$ cat src/rtl/imem_access_arbiter.sv
// imem_access_arbiter
//   Arbitrates one single-port, word-addressed instruction RAM (1-cycle
//   synchronous read) between the CPU fetch port (F, read-only) and the
//   program loader / debug port (L, read/write).
//
//   Ports
//     clk, reset_n                 clock, asynchronous active-low reset
//     f_req/f_addr                 fetch request (held until f_gnt), byte address
//     f_gnt                        fetch accepted this cycle (combinational)
//     f_rvalid/f_rdata             fetch read result, cycle after f_gnt
//     l_req/l_we/l_lock            loader request, write select, ownership lock
//     l_addr/l_wdata               loader byte address and write data
//     l_gnt                        loader accepted this cycle (combinational)
//     l_rvalid/l_rdata             loader read result, cycle after a read l_gnt
//     err                          one-cycle pulse after a bad-address grant
//     mem_en/mem_we/mem_addr/
//     mem_wdata                    RAM access, driven in the grant cycle
//     mem_rdata                    RAM read data, cycle after a read access
module imem_access_arbiter #(
    parameter int unsigned DEPTH    = 64,
    parameter int unsigned MAX_WAIT = 4
) (
    input  logic                     clk,
    input  logic                     reset_n,
    input  logic                     f_req,
    input  logic [31:0]              f_addr,
    output logic                     f_gnt,
    output logic                     f_rvalid,
    output logic [31:0]              f_rdata,
    input  logic                     l_req,
    input  logic                     l_we,
    input  logic                     l_lock,
    input  logic [31:0]              l_addr,
    input  logic [31:0]              l_wdata,
    output logic                     l_gnt,
    output logic                     l_rvalid,
    output logic [31:0]              l_rdata,
    output logic                     err,
    output logic                     mem_en,
    output logic                     mem_we,
    output logic [$clog2(DEPTH)-1:0] mem_addr,
    output logic [31:0]              mem_wdata,
    input  logic [31:0]              mem_rdata
);

    localparam int unsigned AW = $clog2(DEPTH);
    localparam int unsigned CW = 4;
    localparam logic [CW-1:0] WAIT_LIMIT = CW'(MAX_WAIT);
    localparam logic [29:0]   DEPTH_W    = 30'(DEPTH);

    typedef enum logic [1:0] {
        ST_IDLE,
        ST_FETCH,
        ST_LOAD,
        ST_LOCKED
    } state_t;

    state_t          state_q, state_d;
    logic [CW-1:0]   wait_q, wait_d;
    logic            run_q;
    logic            l_starved;
    logic [31:0]     sel_addr;
    logic            sel_bad;
    logic            f_rd_q, l_rd_q, rd_bad_q, err_q;
    logic [31:0]     f_hold_q, l_hold_q;

    // Misaligned or beyond the last RAM word.
    function automatic logic addr_bad(input logic [31:0] a);
        return (a[1:0] != 2'b00) || (a[31:2] >= DEPTH_W);
    endfunction

    // Arbitration and next-state; run_q keeps every grant low until the
    // first clock edge after reset release.
    always_comb begin
        state_d   = state_q;
        f_gnt     = 1'b0;
        l_gnt     = 1'b0;
        l_starved = l_req && (wait_q == WAIT_LIMIT);
        unique case (state_q)
            ST_LOCKED: begin
                if (l_lock) begin
                    l_gnt = l_req && run_q;
                end else begin
                    state_d = ST_IDLE;
                end
            end
            default: begin
                if (run_q) begin
                    if (l_starved || (state_q == ST_LOAD && l_lock && l_req)) begin
                        l_gnt = 1'b1;
                    end else if (f_req) begin
                        f_gnt = 1'b1;
                    end else if (l_req) begin
                        l_gnt = 1'b1;
                    end
                end
                if (l_gnt && l_lock) begin
                    state_d = ST_LOCKED;
                end else if (f_gnt) begin
                    state_d = ST_FETCH;
                end else if (l_gnt) begin
                    state_d = ST_LOAD;
                end else begin
                    state_d = ST_IDLE;
                end
            end
        endcase
    end

    // Loader refusal counter, saturating at the starvation limit.
    always_comb begin
        wait_d = wait_q;
        if (l_gnt || !l_req) begin
            wait_d = '0;
        end else if (wait_q != WAIT_LIMIT) begin
            wait_d = wait_q + CW'(1);
        end
    end

    // RAM port driven in the grant cycle; bad addresses never reach the RAM.
    always_comb begin
        sel_addr  = l_gnt ? l_addr : f_addr;
        sel_bad   = addr_bad(sel_addr);
        mem_en    = (f_gnt || l_gnt) && !sel_bad;
        mem_we    = l_gnt && l_we && !sel_bad;
        mem_addr  = mem_en ? sel_addr[AW+1:2] : '0;
        mem_wdata = mem_we ? l_wdata : '0;
    end

    // Read return: live RAM data in the valid cycle, last result otherwise.
    always_comb begin
        f_rdata = f_hold_q;
        l_rdata = l_hold_q;
        if (f_rd_q) begin
            f_rdata = rd_bad_q ? 32'h0 : mem_rdata;
        end
        if (l_rd_q) begin
            l_rdata = rd_bad_q ? 32'h0 : mem_rdata;
        end
    end

    assign f_rvalid = f_rd_q;
    assign l_rvalid = l_rd_q;
    assign err      = err_q;

    // State, counter, pending-read tracking and rdata hold registers.
    always_ff @(posedge clk or negedge reset_n) begin
        if (!reset_n) begin
            state_q  <= ST_IDLE;
            wait_q   <= '0;
            run_q    <= 1'b0;
            f_rd_q   <= 1'b0;
            l_rd_q   <= 1'b0;
            rd_bad_q <= 1'b0;
            err_q    <= 1'b0;
            f_hold_q <= '0;
            l_hold_q <= '0;
        end else begin
            state_q  <= state_d;
            wait_q   <= wait_d;
            run_q    <= 1'b1;
            f_rd_q   <= f_gnt;
            l_rd_q   <= l_gnt && !l_we;
            rd_bad_q <= sel_bad;
            err_q    <= (f_gnt || l_gnt) && sel_bad;
            if (f_rd_q) begin
                f_hold_q <= f_rdata;
            end
            if (l_rd_q) begin
                l_hold_q <= l_rdata;
            end
        end
    end

endmodule

$ cat config.mk
export PLATFORM = sky130hd
export DESIGN_NAME = imem_access_arbiter
export DESIGN_NICKNAME = d
export VERILOG_FILES = /design/src/rtl/imem_access_arbiter.sv
export SDC_FILE = /design/constraint.sdc
export NUM_CORES = 1
export LEC_CHECK = 0
export CORE_MARGIN = 8
export CORE_UTILIZATION = 44
export CTS_CLUSTER_SIZE = 25
export DETAILED_ROUTE_END_ITERATION = 8
export PLACE_DENSITY = 0.95
export SKIP_LAST_GASP = 1
export SLEW_MARGIN = 20
export SYNTH_ARGS = -nofsm -noshare
export SYNTH_HDL_FRONTEND = slang
export SYNTH_SLANG_ARGS = --single-unit
$ cat constraint.sdc
create_clock -name clk -period 4.9 [get_ports clk]
set_input_delay 0.49 -clock clk [delete_from_list [all_inputs] [get_ports clk]]
set_output_delay 0.49 -clock clk [all_outputs]
set_load 0.005 [all_outputs]
Word level (Yosys, flattened, before mapping)
Cells that the tools add are included.
{"block": "classes", "addsub": 1, "n_lt_le_gt_ge": 1, "n_eq_ne": 5, "mux": 25, "n_reduce_logical": 19}
{"operator": "two-way mux 32 bit", "count": 5}
{"operator": ">= comparator 30 x 7 -> 1 bit (second input constant)", "count": 1}
{"operator": "two-way mux 1 bit", "count": 12}
{"operator": "logical AND 1 bit", "count": 10}
{"operator": "two-way mux 2 bit", "count": 5}
{"operator": "two-way mux 4 bit", "count": 2}
{"operator": "two-way mux 6 bit", "count": 1}
{"operator": "adder 4 x 1 -> 4 bit (second input constant)", "count": 1}
{"operator": "equality test 2 bit (second input constant)", "count": 2}
{"operator": "equality test 4 x 3 -> 1 bit (second input constant)", "count": 1}
{"operator": "logical OR 1 bit", "count": 4}
{"operator": "inequality test 4 x 3 -> 1 bit (second input constant)", "count": 1}
{"operator": "nonzero test 2 bit", "count": 2}
{"operator": "zero test 1 bit", "count": 3}
{"operator": "inequality test 2 bit (second input constant)", "count": 1}
{"block": "word_totals", "regBits": 75, "inputBits": 134, "elab_cells": 60}

Longest topological paths before layout
{"block": "logic_depth", "depth_word": 14, "ltp_mapped": 8}

Worst setup path after synthesis
OpenSTA, ideal clock, no wires.
{"block": "synth_timing", "path_type": "reg2out", "startpoint": "register wait_q[0]", "endpoint": "output port mem_wdata[30]", "arrival_time_ns": 1.652, "required_ns": 4.410, "slack_ns": 2.758, "path_stages_with_launch": 8, "cell_sequence": "dfrtp_1 > inv_1 > ha_1 > nand3b_4 > a311o_1 > buf_2 > buf_4 > nor3_2"}
{"block": "synth_between", "elab_chain_len": 13, "word_cells_on_any_way": 15, "cone_classes": "order compare: 1; eq/ne: 1; mux: 6; reduce/logical: 7"}
{"item": "from (decl)", "line": "59", "rtl": "logic [CW-1:0] wait_q, wait_d;"}
{"item": "from (signal assigned)", "line": "160", "rtl": "wait_q <= wait_d;"}
{"item": "equality test 4 x 3 -> 1 bit *", "line": "78", "rtl": "l_starved = l_req && (wait_q == WAIT_LIMIT);"}
{"item": "logical AND 1 bit *", "line": "78"}
{"item": "logical OR 1 bit *", "line": "89", "rtl": "if (l_starved || (state_q == ST_LOAD && l_lock && l_req)) begin"}
{"item": "two-way mux 1 bit *", "line": "89"}
{"item": "two-way mux 1 bit *", "line": "88", "rtl": "if (run_q) begin"}
{"item": "two-way mux 1 bit * (2 in a row)", "line": "79", "rtl": "unique case (state_q)"}
{"item": "two-way mux 32 bit", "line": "122", "rtl": "sel_addr = l_gnt ? l_addr : f_addr;"}
{"item": ">= comparator 30 x 7 -> 1 bit or nonzero test 2 bit (tied branches)", "line": "69", "rtl": "return (a[1:0] != 2'b00) || (a[31:2] >= DEPTH_W);"}
{"item": "logical OR 1 bit", "line": "69"}
{"item": "zero test 1 bit", "line": "125", "rtl": "mem_we = l_gnt && l_we && !sel_bad;"}
{"item": "logical AND 1 bit *", "line": "125"}
{"item": "two-way mux 32 bit *", "line": "127", "rtl": "mem_wdata = mem_we ? l_wdata : '0;"}
{"item": "to (decl)", "line": "42", "rtl": "output logic [31:0] mem_wdata,"}
Mark *: on every way between the ends. The rest lies on a longest branch, timed or not. The select of a mux whose other input is x is not followed.

Worst setup path in the final report
{"block": "layout_timing", "startpoint": "input port l_addr[15]", "endpoint": "output port mem_wdata[16]"}
{"block": "layout_between", "elab_chain_len": 6}
{"item": "from (decl)", "line": "33", "rtl": "input logic [31:0] l_addr,"}
{"item": "two-way mux 32 bit", "line": "122"}
{"item": ">= comparator 30 x 7 -> 1 bit", "line": "69"}
{"item": "logical OR 1 bit", "line": "69"}
{"item": "zero test 1 bit", "line": "125"}
{"item": "logical AND 1 bit", "line": "125"}
{"item": "two-way mux 32 bit", "line": "127"}
No other way between the ends.

==> impl_summary.log <==
[metrics] DRC violation total after the first TritonRoute iteration: 128
[metrics] number of clock buffers inserted by TritonCTS: 9
[metrics] post-synthesis cell area: 0.00469 sq mm
[metrics] cell mode on critical path: sky130_fd_sc_hd__clkdlybuf4s50_1
[metrics] number of vias in the routed layout: 3894
[metrics] start-to-end type of the worst setup path: primary input to output port
[metrics] largest driver fanout on the critical path: 17
[metrics] type of the most critical hold path: primary input to asynchronous set/reset pin
[metrics] layout overhead on the synthesized area: 56.6%
[metrics] Worst slew margin: 37.7%
[metrics] cell leakage power: 3.18 nW
[metrics] NumNets Final: 771
[metrics] post-route fraction of the period consumed by the critical path: 76.2%
[metrics] largest incremental delay on the critical path: 0.55 ns
[metrics] Std-Cell Core Area: 0.0103 sq mm
[metrics] total of warnings raised by yosys: 0
[metrics] remaining global-route overflow: 0
[metrics] clock-pin slew on the worst setup and hold paths: 0.08 ns
[metrics] Vert. Die Dim: 119 um
[metrics] flop and latch count out of synthesis: 75
[metrics] filler cell count in the final layout: 725
[metrics] first-pass GRT wire length: 23.3 mm
[metrics] initial core utilization: 45.4%
[metrics] Yosys cell types: 38
[metrics] IO Port Bufs: 242
[metrics] Syn Nets: 542
[metrics] cell chain of the critical path: clkdlybuf4s50_1 > nor4_1 > and4_1 > nand3_2 > buf_4 > nor3_2 > clkdlybuf4s50_1
[metrics] type of element capturing the critical path: output port
[metrics] Horiz. Die Dim: 119 um
[metrics] areal power density over the cells: 171 mW/mm^2
[metrics] Final Max Slew Viols: 0
[metrics] Crit path arrival time: 3.24 ns
[metrics] share of synthesized area occupied by flip-flops and latches: 40.0%
[metrics] number of placement rows: 37
[metrics] max-cap check violation count: 0
[metrics] clock sink total: 75
[metrics] largest buffer count on any clock path: 2
[metrics] final setup vio count: 0
[metrics] final hold violation count: 0
[metrics] final antenna-violating net count: 0
[metrics] Die Outline Area: 0.0142 sq mm
[metrics] overall fraction of global-route tracks in use: 20.5%
[metrics] fraction of final layout cells sized beyond drive strength 1: 30.9%
[metrics] RSZ-0062 raised after global routing: no
[metrics] Required @ worst endpoint: 4.41 ns
[metrics] diode insertion count for antenna repair: 0
[metrics] Worst setup SP type: primary input
[metrics] final setup skew: 0.0107 ns
[metrics] largest voltage drop on the vdd net: 0.147 mV
[metrics] antenna violations before repair: 0
[metrics] actual slew at the worst max-slew pin: 0.935 ns
[metrics] Avg Cell Area, Syn: 11.5 sq um
[metrics] vias in the first global route: 4392
[metrics] final period demand of the worst path: 3.73 ns
[metrics] utilization of the core after routing: 71.1%
[metrics] ports placed on the boundary: 243
[metrics] maximum number of pins on one net before global-route repair: 76
[metrics] setup bufs post-CTS: 0
[metrics] root buffer cell: sky130_fd_sc_hd__clkbuf_8
[metrics] routed len/inst: 19.4 um
[metrics] Fmax: 268 MHz
[metrics] result of the run: finished clean
[metrics] number of iterations in the first detailed-routing pass: 4
[metrics] Final Wtd Congestion: 0.942
[metrics] wire length after detailed routing: 15.1 mm
[metrics] count of hold-fix buffers inserted at cts: 0
[metrics] slowest stage cell, crit path: sky130_fd_sc_hd__clkdlybuf4s50_1
[metrics] cell count after synthesis: 406
[metrics] CTS tree: yes
[metrics] clock latency of the later-clocked register in the worst-skew pair: 0.34 ns
[metrics] H-tree levels: 3
[metrics] Final HPWL DP: 12.0 mm
[metrics] Sum Neg Setup Slack: 0 ns
[metrics] post-DR vias/cell: 5.02
[metrics] total power consumption of the routed design: 1.25 mW
[metrics] DRC violation count after routing: 0
[metrics] post_cts resized: 0
critical path, delay by kind of cell:
kind,cells,cell delay (ns)
buffers and inverters,3,1.39
AND/OR/NAND/NOR,4,1.36
logic make-up (layout without fill, tap and decap cells):
| kind of cell | Yosys count | count (layout) | share of synthesized area, % |
|---|---|---|---|
| fa+ha+maj | 2 | 2 | 0.534 |
| mux | 129 | 129 | 31.1 |
| other cells | 1 | 1 | 0.0800 |
| buf+inv | 71 | 305 | 6.70 |
| xor+xnor | 1 | 1 | 0.187 |
| flops | 75 | 75 | 40.0 |
| compound gates | 15 | 15 | 3.39 |
| simple gates | 112 | 112 | 18.0 |
per-stage QoR:
step / hold slack, ns / setup WS (ns) / instance area, sq um / cells
floorplan: 0.194 / 2.76 / 4690 / 406
global route: 0.369 / 0.971 / 7340 / 776
finish: 0.295 / 1.17 / 7340 / 776
detailed placement: 0.492 / 1.16 / 7150 / 759
CTS: 0.317 / 1.15 / 7320 / 775
global placement: 0.485 / 1.23 / 7150 / 759
cell type report:
class                      count  area, sq um  area share [%]
clock buffer                  10          128            1.74
clock inverter                 6         41.3           0.562
inverter                      43          161            2.20
multi-input combinational    260         2500            34.0
sequential                    75         1880            25.6
tap                          136          170            2.32
timing repair buffer         246         2460            33.5
cells in the final DEF, fill, tap and decap left out, types with 2 or more instances in the layout:
master                            instances
sky130_fd_sc_hd__and3_1                   2
sky130_fd_sc_hd__nand2_1                  8
sky130_fd_sc_hd__buf_4                    4
sky130_fd_sc_hd__inv_1                   42
sky130_fd_sc_hd__clkinvlp_4               3
sky130_fd_sc_hd__nand3_1                 10
sky130_fd_sc_hd__o32ai_2                  6
sky130_fd_sc_hd__nor4_4                   2
sky130_fd_sc_hd__nor4_1                   9
sky130_fd_sc_hd__dfrtp_2                  3
sky130_fd_sc_hd__clkinv_2                 2
sky130_fd_sc_hd__nor2_1                   8
sky130_fd_sc_hd__nor2b_1                 32
sky130_fd_sc_hd__dfrtp_1                 72
sky130_fd_sc_hd__mux2_2                 128
sky130_fd_sc_hd__clkdlybuf4s50_1        241
sky130_fd_sc_hd__clkbuf_8                 9
sky130_fd_sc_hd__ha_1                     2
sky130_fd_sc_hd__nor3_2                  31
sky130_fd_sc_hd__a21oi_1                  3
sky130_fd_sc_hd__nor3_1                   2
path summary, 6_finish.rpt:
kind	from	to	slack (ns)	cells past startpoint
min in group clk	l_hold_q[29]	l_hold_q[29]	0.51	1
worst max register to register	wait_q[0]	rd_bad_q	2.96	5
worst max-delay path	l_addr[15]	mem_wdata[16]	1.17	7
worst min-delay path	reset_n	l_hold_q[16]	0.30	1
worst min register to register	l_hold_q[29]	l_hold_q[29]	0.51	1
max in group asynchronous	reset_n	f_rvalid	3.96	1
Yosys cell counts (all sizes together):
cell,count,area [sq um]
o221ai,1,8.76
dfrtp,75,1880
or4,1,11.3
buf,23,134
o22ai,1,6.26
a21o,1,7.51
nand3b,1,20.0
xnor2,1,8.76
nor2,8,30.0
ha,2,25.0
and3,2,12.5
nand2,8,30.0
inv,43,161
and4,1,8.76
a21oi,3,15.0
nor4,11,98.8
mux2,129,1460
nand2b,1,6.26
nor3,34,337
nand4,1,21.3
conb,1,3.75
o32ai,6,97.6
and3b,1,8.76
a311o,1,10.0
clkbuf,5,18.8
nor2b,32,200
o21ai,1,5.00
a22o,1,8.76
nand3,11,60.1
routing by layer:
layer	track usage (%)	part of all wire, %	vias up
met1	21.8	38	1853
met3	8.41	9.1	20
met4	6.09	2.1	0
met2	36.6	51	162
met5	0	0	-
li1	-	-	1859
flip-flops by register name, summed over array words and instances (netlist names):
signal	cells
rd_bad_q	1
l_hold_q	32
state_q	2
f_hold_q	32
f_rvalid	1
err	1
l_rvalid	1
run_q	1
wait_q	4
power breakdown:
part	switching (mW)	leakage (nW)	total [mW]	internal, mW
clock network	0.230	0.0787	0.414	0.184
logic	0.0762	2.07	0.205	0.129
registers	0.00936	1.03	0.634	0.624
total	0.315	3.18	1.25	0.937
(Power assumes the default switching activity.)
